==> src/rtl/tx_arbiter.sv <==
`default_nettype none
// ============================================================================
// Module   : tx_arbiter
// Purpose  : Round-robin arbiter that feeds whole multi-byte messages from
//            four requesters into one serial transmitter, without interleaving.
//            Define TX_ARB_TIMEOUT_EN to build the SEND-state timeout.
// Revision : 1.0
// ============================================================================
module tx_arbiter #(
    parameter int TIMEOUT = 1024
) (
    input  logic       sysclk,
    input  logic       rst_n,
    input  logic [3:0] req,
    input  logic [7:0] data0,
    input  logic [7:0] data1,
    input  logic [7:0] data2,
    input  logic [7:0] data3,
    input  logic [3:0] last,
    input  logic       tx_ready,
    output logic       tx_start,
    output logic [7:0] tx_data,
    output logic [3:0] req_ack,
    output logic [3:0] grant,
    output logic       busy,
    output logic       timeout_err
);

    typedef enum logic [1:0] {
        IDLE = 2'd0,
        SEND = 2'd1,
        WAIT = 2'd2
    } state_t;

    state_t     state;
    state_t     state_nxt;
    logic [1:0] rr_ptr;
    logic [1:0] rr_ptr_nxt;
    logic [1:0] owner;
    logic [1:0] owner_nxt;
    logic       last_flag;
    logic       last_flag_nxt;
    logic       tx_start_nxt;
    logic [7:0] tx_data_nxt;
    logic [3:0] req_ack_nxt;
    logic [3:0] grant_nxt;
    logic       busy_nxt;

    logic [7:0] data_sel [4];
    logic [7:0] req_dbl;
    logic [3:0] req_rot;
    logic [1:0] pick_ofs;
    logic [1:0] pick;

    assign data_sel[0] = data0;
    assign data_sel[1] = data1;
    assign data_sel[2] = data2;
    assign data_sel[3] = data3;

    function automatic logic [3:0] onehot(input logic [1:0] idx);
        onehot = 4'b0001 << idx;
    endfunction

    // Rotate requests so bit 0 is the requester at rr_ptr; lowest set bit wins.
    assign req_dbl = {req, req};
    assign req_rot = req_dbl[{1'b0, rr_ptr} +: 4];

    always_comb begin
        pick_ofs = 2'd0;
        if (req_rot[0]) begin
            pick_ofs = 2'd0;
        end else if (req_rot[1]) begin
            pick_ofs = 2'd1;
        end else if (req_rot[2]) begin
            pick_ofs = 2'd2;
        end else if (req_rot[3]) begin
            pick_ofs = 2'd3;
        end
    end

    assign pick = rr_ptr + pick_ofs;

`ifdef TX_ARB_TIMEOUT_EN
    localparam int               TMO_W    = $clog2(TIMEOUT + 1);
    localparam logic [TMO_W-1:0] TMO_LAST = TMO_W'(TIMEOUT - 1);

    logic [TMO_W-1:0] tmo_cnt;
    logic [TMO_W-1:0] tmo_cnt_nxt;
    logic             timeout_nxt;
    logic             timeout_q;

    assign timeout_err = timeout_q;
`else
    assign timeout_err = 1'b0;
`endif

    always_comb begin
        state_nxt     = state;
        rr_ptr_nxt    = rr_ptr;
        owner_nxt     = owner;
        last_flag_nxt = last_flag;
        tx_start_nxt  = tx_start;
        tx_data_nxt   = tx_data;
        req_ack_nxt   = 4'b0000;
        grant_nxt     = grant;
`ifdef TX_ARB_TIMEOUT_EN
        tmo_cnt_nxt   = tmo_cnt;
        timeout_nxt   = 1'b0;
`endif
        case (state)
            IDLE: begin
                if (tx_ready && (|req)) begin
                    owner_nxt     = pick;
                    grant_nxt     = onehot(pick);
                    tx_data_nxt   = data_sel[pick];
                    last_flag_nxt = last[pick];
                    tx_start_nxt  = 1'b1;
                    state_nxt     = SEND;
`ifdef TX_ARB_TIMEOUT_EN
                    tmo_cnt_nxt   = '0;
`endif
                end
            end
            SEND: begin
                if (!tx_ready) begin
                    req_ack_nxt  = onehot(owner);
                    tx_start_nxt = 1'b0;
                    state_nxt    = WAIT;
                end
`ifdef TX_ARB_TIMEOUT_EN
                else if (tmo_cnt == TMO_LAST) begin
                    // Transmitter never went busy: give the line up silently.
                    tx_start_nxt = 1'b0;
                    timeout_nxt  = 1'b1;
                    grant_nxt    = 4'b0000;
                    rr_ptr_nxt   = owner + 2'd1;
                    state_nxt    = IDLE;
                end else begin
                    tmo_cnt_nxt  = tmo_cnt + TMO_W'(1);
                end
`endif
            end
            WAIT: begin
                if (tx_ready) begin
                    if (!last_flag && req[owner]) begin
                        tx_data_nxt   = data_sel[owner];
                        last_flag_nxt = last[owner];
                        tx_start_nxt  = 1'b1;
                        state_nxt     = SEND;
`ifdef TX_ARB_TIMEOUT_EN
                        tmo_cnt_nxt   = '0;
`endif
                    end else begin
                        // Message finished or abandoned by its owner.
                        grant_nxt  = 4'b0000;
                        rr_ptr_nxt = owner + 2'd1;
                        state_nxt  = IDLE;
                    end
                end
            end
            default: begin
                state_nxt = IDLE;
            end
        endcase
        busy_nxt = (state_nxt != IDLE);
    end

    always_ff @(posedge sysclk or negedge rst_n) begin
        if (!rst_n) begin
            state     <= IDLE;
            rr_ptr    <= 2'd0;
            owner     <= 2'd0;
            last_flag <= 1'b0;
            tx_start  <= 1'b0;
            tx_data   <= 8'h00;
            req_ack   <= 4'b0000;
            grant     <= 4'b0000;
            busy      <= 1'b0;
        end else begin
            state     <= state_nxt;
            rr_ptr    <= rr_ptr_nxt;
            owner     <= owner_nxt;
            last_flag <= last_flag_nxt;
            tx_start  <= tx_start_nxt;
            tx_data   <= tx_data_nxt;
            req_ack   <= req_ack_nxt;
            grant     <= grant_nxt;
            busy      <= busy_nxt;
        end
    end

`ifdef TX_ARB_TIMEOUT_EN
    always_ff @(posedge sysclk or negedge rst_n) begin
        if (!rst_n) begin
            tmo_cnt   <= '0;
            timeout_q <= 1'b0;
        end else begin
            tmo_cnt   <= tmo_cnt_nxt;
            timeout_q <= timeout_nxt;
        end
    end
`endif

endmodule
`default_nettype wire

==> config.mk <==
export PLATFORM = sky130hd
export DESIGN_NAME = tx_arbiter
export DESIGN_NICKNAME = d
export VERILOG_FILES = /design/src/rtl/tx_arbiter.sv
export SDC_FILE = /design/constraint.sdc
export NUM_CORES = 1
export LEC_CHECK = 0
export CORE_AREA = 2 2 66 68
export DETAILED_ROUTE_END_ITERATION = 7
export DIE_AREA = 0 0 68 70
export PLACE_DENSITY = 0.78
export RECOVER_POWER = 100
export SYNTH_ARGS = -nofsm -noshare
export SYNTH_HDL_FRONTEND = slang
export SYNTH_SLANG_ARGS = --single-unit
==> constraint.sdc <==
create_clock -name sysclk -period 3.4 [get_ports sysclk]
set_clock_uncertainty 0.2 [all_clocks]
set_input_delay 0.51 -clock sysclk [delete_from_list [all_inputs] [get_ports sysclk]]
set_output_delay 0.51 -clock sysclk [all_outputs]
set_load 0.02 [all_outputs]
==> results of run 1 <==
==> cell type report <==
cell class,count,area [sq um],area share
timing repair buffer,70,677,0.271
inverter,6,22.5,0.00900
tap,52,65.1,0.0260
clock inverter,1,5.00,0.00200
multi-input combinational,115,1060,0.426
clock buffer,3,41.3,0.0165
sequential,25,626,0.250
==> power groups by stage <==
| stage | logic [mW] | registers (mW) | clock network (mW) |
|---|---|---|---|
| 2_1_floorplan | 0.835 | 0.563 | 0 |
| 3_3_place_gp | 1.29 | 0.507 | 0 |
| 3_5_place_dp | 1.32 | 0.504 | 0 |
| 6_report | 1.28 | 0.497 | 0.171 |
| 5_1_grt | 1.38 | 0.516 | 0.183 |
| 4_1_cts | 1.32 | 0.502 | 0.175 |
==> through the flow <==
| step | setup TNS (ps) | utilization | cells |
|---|---|---|---|
| floorplan | 0 | - | 159 |
| global placement | -556 | 0.592 | 268 |
| detailed placement | -1280 | 0.592 | 268 |
| CTS | 0 | 0.604 | 272 |
| global route | 0 | 0.604 | 272 |
| finish | 0 | 0.604 | 272 |
==> cell families after synthesis <==
logic type	Yosys count	synth area share
AOI/OAI and AO/OA	35	0.153
xor gates and xnor gates	2	0.0142
adders and majority gates	5	0.0354
buffers and inverters	19	0.0502
DFF	25	0.354
muxes	21	0.265
other	1	0.00212
and+or+nand+nor	51	0.127
==> layer usage <==
| layer | vias up | routed length, microns |
|---|---|---|
| li1 | 726 | - |
| met1 | 727 | 1580 |
| met2 | 43 | 2120 |
| met3 | 2 | 148 |
| met4 | 0 | 36 |
| met5 | - | 0 |
==> path summary, 6_finish.rpt <==
| path | start | endpoint | slack, ps | cells past startpoint |
|---|---|---|---|---|
| max | req[2] | tx_data[1] | 220 | 9 |
| min | grant[0] | grant[0] | 300 | 2 |
| max reg2reg | rr_ptr[0] | tx_data[1] | 530 | 8 |
| min reg2reg | grant[0] | grant[0] | 300 | 2 |
| max in group asynchronous | rst_n | req_ack[1] | 1440 | 2 |
| min in group asynchronous | rst_n | tx_data[4] | 830 | 2 |
==> worst reg2reg max path, cell delays in order (launching register included) <==
cell and delay, ps:
dfrtp_1 510, o311ai_0 370, o21ai_0 130, o221ai_1 90, ha_1 180, xor2_1 340, xnor2_4 240, mux4_2 370
a221o_1 330
==> flip-flops by register name, indices dropped and copies added, names as in the netlist <==
register,flops
grant,4
req_ack,4
owner,2
state,2
last_flag,1
tx_start,1
rr_ptr,2
busy,1
tx_data,8
==> placed cells by master, fill, tap and decap left out, types with 3 or more instances in the layout <==
cell type and instances:
clkdlybuf4s50_1 39, dfrtp_1 25, dlygate4sd3_1 21, nor2_1 20
nand2_1 19, mux4_2 14, a221o_1 9, o21ai_0 6
inv_1 6, a21oi_1 6, buf_4 6, mux4_1 5
ha_1 5, nand2b_1 4, clkbuf_8 3, clkbuf_1 3
==> summary.txt, run 1 <==
status -> finished clean
cell area after layout -> 2500 sq um
endpoints failing hold -> 0
Core ar. -> 4140 sq um
CP peak stage delay -> 550 ps
Top FF cell, synth -> dfrtp_1
Die Height -> 70 microns
Remaining Overflow, GRT -> 0
CP startpoint kind -> input port
Place WS -> -157 ps
post-CTS setup buffers -> 0
hpwl dp -> 3040 microns
CP arrival -> 3130 ps
Num CTS Buffers -> 3
fmax -> 0.315 GHz
leakage -> 1.03 nW
RePlAce Congestion -> 0.763
FF+latch count, synth -> 25
Root Buffer Master -> clkbuf_8
CP Capture Type -> register
CTS tree -> built
WL final -> 3880 microns
top cells by area, synth -> dfrtp_1 (35%), mux4_2 (18%), mux4_1 (7.4%), a221o_1 (5.1%), nor2_1 (4.2%)
std cell rows -> 24
total chip power -> 1.95 mW
Bufs on Longest Clock Path -> 2
met3 Use GR -> 0.0225
initial antenna violation count -> 0
synthesized instance count -> 159
Avg Cell Area, Syn -> 11.1 sq um
clock power share -> 0.088
Num Clock Sinks -> 25
first-pass GRT wire length -> 6420 microns
worst hold-check path type -> reg -> reg
largest net degree at the start of global routing -> 26
worst setup path class -> in -> reg
Final Setup Violations -> 0
number of iterations in the first detailed-routing pass -> 4
layout cells sized above 1 -> 0.127
Slew Viols, Final -> 0
later-pin clock latency in the skew report -> 260 ps
Resized Gates After CTS -> 0
setup ws final -> 224 ps
Worst EP required -> 3350 ps
GRT met2 Usage -> 0.296
slew at the pin closest to its max-slew limit -> 1250 ps
crit share post-route -> 0.934
Synth async-reset ratio -> 1.00
max-cap violation count -> 0
P_int -> 1.19 mW
worst path bufs/invs -> 1
I/O pins -> 62
Slowest cell on crit path -> clkdlybuf4s50_1
vias in the first global route -> 1386
Flop pwr share -> 0.255
drt drc -> 0
post-synthesis sequential area ratio -> 0.354
drt initial violations -> 80
pwr dens -> 779 nW/um^2
Max Fanout on Critical Path -> 10
CP cell instances -> clkdlybuf4s50_1, o311ai_0, o21ai_0, o221ai_1, ha_1, xor2_1, xnor2_4, mux4_2, a221o_1
busiest metal layer after global routing -> met2
nets@finish -> 269
Comb pwr share -> 0.657
Vias/cell -> 5.51
antenna cells -> 0
syn nets -> 207
fillers -> 348
die area -> 4760 sq um
met1 Use GR -> 0.241
Starting Density -> 0.427
ANT nets after route -> 0
Port Buffers -> 60
unrepaired setup endpoints after global routing -> false
CTS H-tree lvls -> 1
Post-synth EDFFs -> 0
Tmin final -> 3180 ps
CTS Hold Bufs -> 0
Slew headroom -> 0.169
DR WL/cell -> 14.3 microns
switching share of power -> 0.387
most frequent cell after synthesis -> dfrtp_1
area leader, netlist -> dfrtp_1
Post-synth top cells -> dfrtp_1 (25), nor2_1 (20), nand2_1 (19)
GRT Resource Usage Total -> 0.177
Yosys cell types -> 39
top cell type's share of synthesized area -> 0.354
Net Switching -> 0.755 mW
VDD IR max -> 0.466 mV
Vias -> 1498
Worst-path clk slew -> 90 ps
area delta synth->final -> 41.5%
Chip Width -> 68 microns
WHS -> 300 ps
placed cell area -> 2450 sq um
mapped cell area -> 1770 sq um
yosys warns -> 0
Top Family by Delay on Critical Path -> compound AO/OA/AOI/OAI gates
Note: power is estimated with default switching activity, not from simulation.
==> inputs of run 2 (changes only) <==
--- a/config.mk
+++ b/config.mk
@@ -8,6 +8,7 @@
 export CORE_AREA = 2 2 66 68
 export DETAILED_ROUTE_END_ITERATION = 7
 export DIE_AREA = 0 0 68 70
+export MAX_ROUTING_LAYER = met4
 export PLACE_DENSITY = 0.78
 export RECOVER_POWER = 100
 export SYNTH_ARGS = -nofsm -noshare
==> summary.txt, run 2 (synthesis results as in run 1) <==
CTS Hold Bufs -> 0 (unchanged)
status -> finished clean
Num Clock Sinks -> 25 (unchanged)
most frequent cells in the layout -> clkdlybuf4s50_1 (39), dfrtp_1 (25), dlygate4sd3_1 (21)
ANT nets after route -> 0 (unchanged)
DR WL/cell -> 14.3 microns (+0.28%)
Top Family by Delay on Critical Path -> compound AO/OA/AOI/OAI gates
std cell rows -> 24 (unchanged)
fillers -> 348 (unchanged)
flip-flop count of the largest register after layout -> 8 (unchanged)
Reg2Reg Setup Slack -> 540 ps (about the same)
Worst-path clk slew -> 90 ps (about the same)
CTS tree -> built
antenna cells -> 0 (unchanged)
RePlAce Congestion -> 0.773 (+1.3%)
total chip power -> 1.95 mW (about the same)
nets@finish -> 269 (unchanged)
Bufs on Longest Clock Path -> 2 (unchanged)
drt drc -> 0 (unchanged)
pwr dens -> 779 nW/um^2 (about the same)
unrepaired setup endpoints after global routing -> false
Inst Count DP -> 268 (unchanged)
placed cell area -> 2450 sq um (unchanged)
biggest regs -> tx_data: 8 flops, grant: 4 flops, req_ack: 4 flops
endpoints failing hold -> 0 (unchanged)
Chip Width -> 68 microns (unchanged)
Max Fanout on Critical Path -> 10 (unchanged)
initial antenna violation count -> 0 (unchanged)
layout cells sized above 1 -> 0.127 (unchanged)
Die Height -> 70 microns (unchanged)
first-pass GRT wire length -> 6400 microns (-0.22%)
Starting Density -> 0.427 (unchanged)
number of iterations in the first detailed-routing pass -> 4 (unchanged)
VDD IR max -> 0.468 mV (+0.39%)
Tmin final -> 3170 ps (-3.46 ps)
Slew Viols, Final -> 0 (unchanged)
max-cap violation count -> 0 (unchanged)
CP arrival -> 3130 ps (about the same)
leakage -> 1.03 nW (unchanged)
slew at the pin closest to its max-slew limit -> 1250 ps (-0.555 ps)
worst path bufs/invs -> 1 (unchanged)
GRT Resource Usage Total -> 0.182 (+0.00484)
Place WS -> -157 ps (unchanged)
setup ws final -> 227 ps (+3.46 ps)
vias in the first global route -> 1385 (-0.072%)
Biggest register -> tx_data
Port Buffers -> 60 (unchanged)
Vias -> 1496 (-0.13%)
Layout Cells excl Fill -> 272 (unchanged)
Vias/cell -> 5.50 (-0.13%)
crit share post-route -> 0.933 (-0.00102)
worst setup path class -> in -> reg
Num CTS Buffers -> 3 (unchanged)
I/O pins -> 62 (unchanged)
WL final -> 3890 microns (+0.28%)
Worst EP required -> 3350 ps (about the same)
later-pin clock latency in the skew report -> 260 ps (about the same)
Slowest cell on crit path -> clkdlybuf4s50_1
area delta synth->final -> 41.5% (unchanged)
hpwl dp -> 3040 microns (unchanged)
CTS H-tree lvls -> 1 (unchanged)
fmax -> 0.315 GHz (+0.11%)
CP cell instances -> clkdlybuf4s50_1, o311ai_0, o21ai_0, o221ai_1, ha_1, xor2_1, xnor2_4, mux4_2, a221o_1
WHS -> 301 ps (+1.20 ps)
worst hold-check path type -> reg -> reg
Remaining Overflow, GRT -> 0 (unchanged)
drt initial violations -> 85 (+6.3%)
largest net degree at the start of global routing -> 26 (unchanged)
cell area after layout -> 2500 sq um (unchanged)
Slew headroom -> 0.169 (+0.000370)
CP Capture Type -> register
die area -> 4760 sq um (unchanged)
Root Buffer Master -> clkbuf_8
Core ar. -> 4140 sq um (unchanged)
CP startpoint kind -> input port
Final Setup Violations -> 0 (unchanged)
most common cell after layout, fill and taps aside -> clkdlybuf4s50_1
CP peak stage delay -> 550 ps (about the same)
## run 2: worst min-delay path, delay by kind of cell (launching register included)
family / cells / cell delay, ps
AOI/OAI and AO/OA: 1 / 60
DFF: 1 / 350
and+or+nand+nor: 1 / 60
## run 2: through the flow
| step | setup TNS, ps | utilization |
|---|---|---|
| finish | 0 | 0.604 |
| global route | 0 | 0.604 |
| CTS | 0 | 0.604 |
| detailed placement | -1280 | 0.592 |
| global placement | -556 | 0.592 |
| floorplan | 0 | - |
## run 2: timing repair
action	CTS	global route
setup buffers	0	0
setup endpoints to repair	0	9
gates resized for setup	0	1
## run 2: metal layers
layer / GRT usage / up-vias / part of all wire
met3: 0.0193 / 2 / 0.031
met2: 0.297 / 41 / 0.55
met1: 0.242 / 726 / 0.41
met5: - / - / 0
li1: - / 727 / -
met4: 0.0467 / 0 / 0.0095
## run 2: worst paths after layout
kind                       depth (start not counted)      start         end
min in group asynchronous                          2      rst_n  tx_data[4]
hold reg to reg                                    2   grant[0]    grant[0]
setup reg to reg                                   8  rr_ptr[0]  tx_data[1]
hold / removal                                     2   grant[0]    grant[0]
max in group asynchronous                          2      rst_n  req_ack[1]
setup / recovery                                   9     req[2]  tx_data[1]
## run 2: area by class of cell
class	count	area, sq um	share of cell area
clock inverter	1	5.00	0.00200
inverter	6	22.5	0.00900
tap	52	65.1	0.0260
multi-input combinational	115	1060	0.426
timing repair buffer	70	677	0.271
sequential	25	626	0.250
clock buffer	3	41.3	0.0165
## run 2: where the power goes
group / leakage [nW] / switching (mW) / internal (mW) / total (mW)
combinational: 0.690 / 0.575 / 0.707 / 1.28
clock: 0.0255 / 0.0897 / 0.0817 / 0.171
sequential: 0.316 / 0.0898 / 0.405 / 0.495
total: 1.03 / 0.755 / 1.19 / 1.95
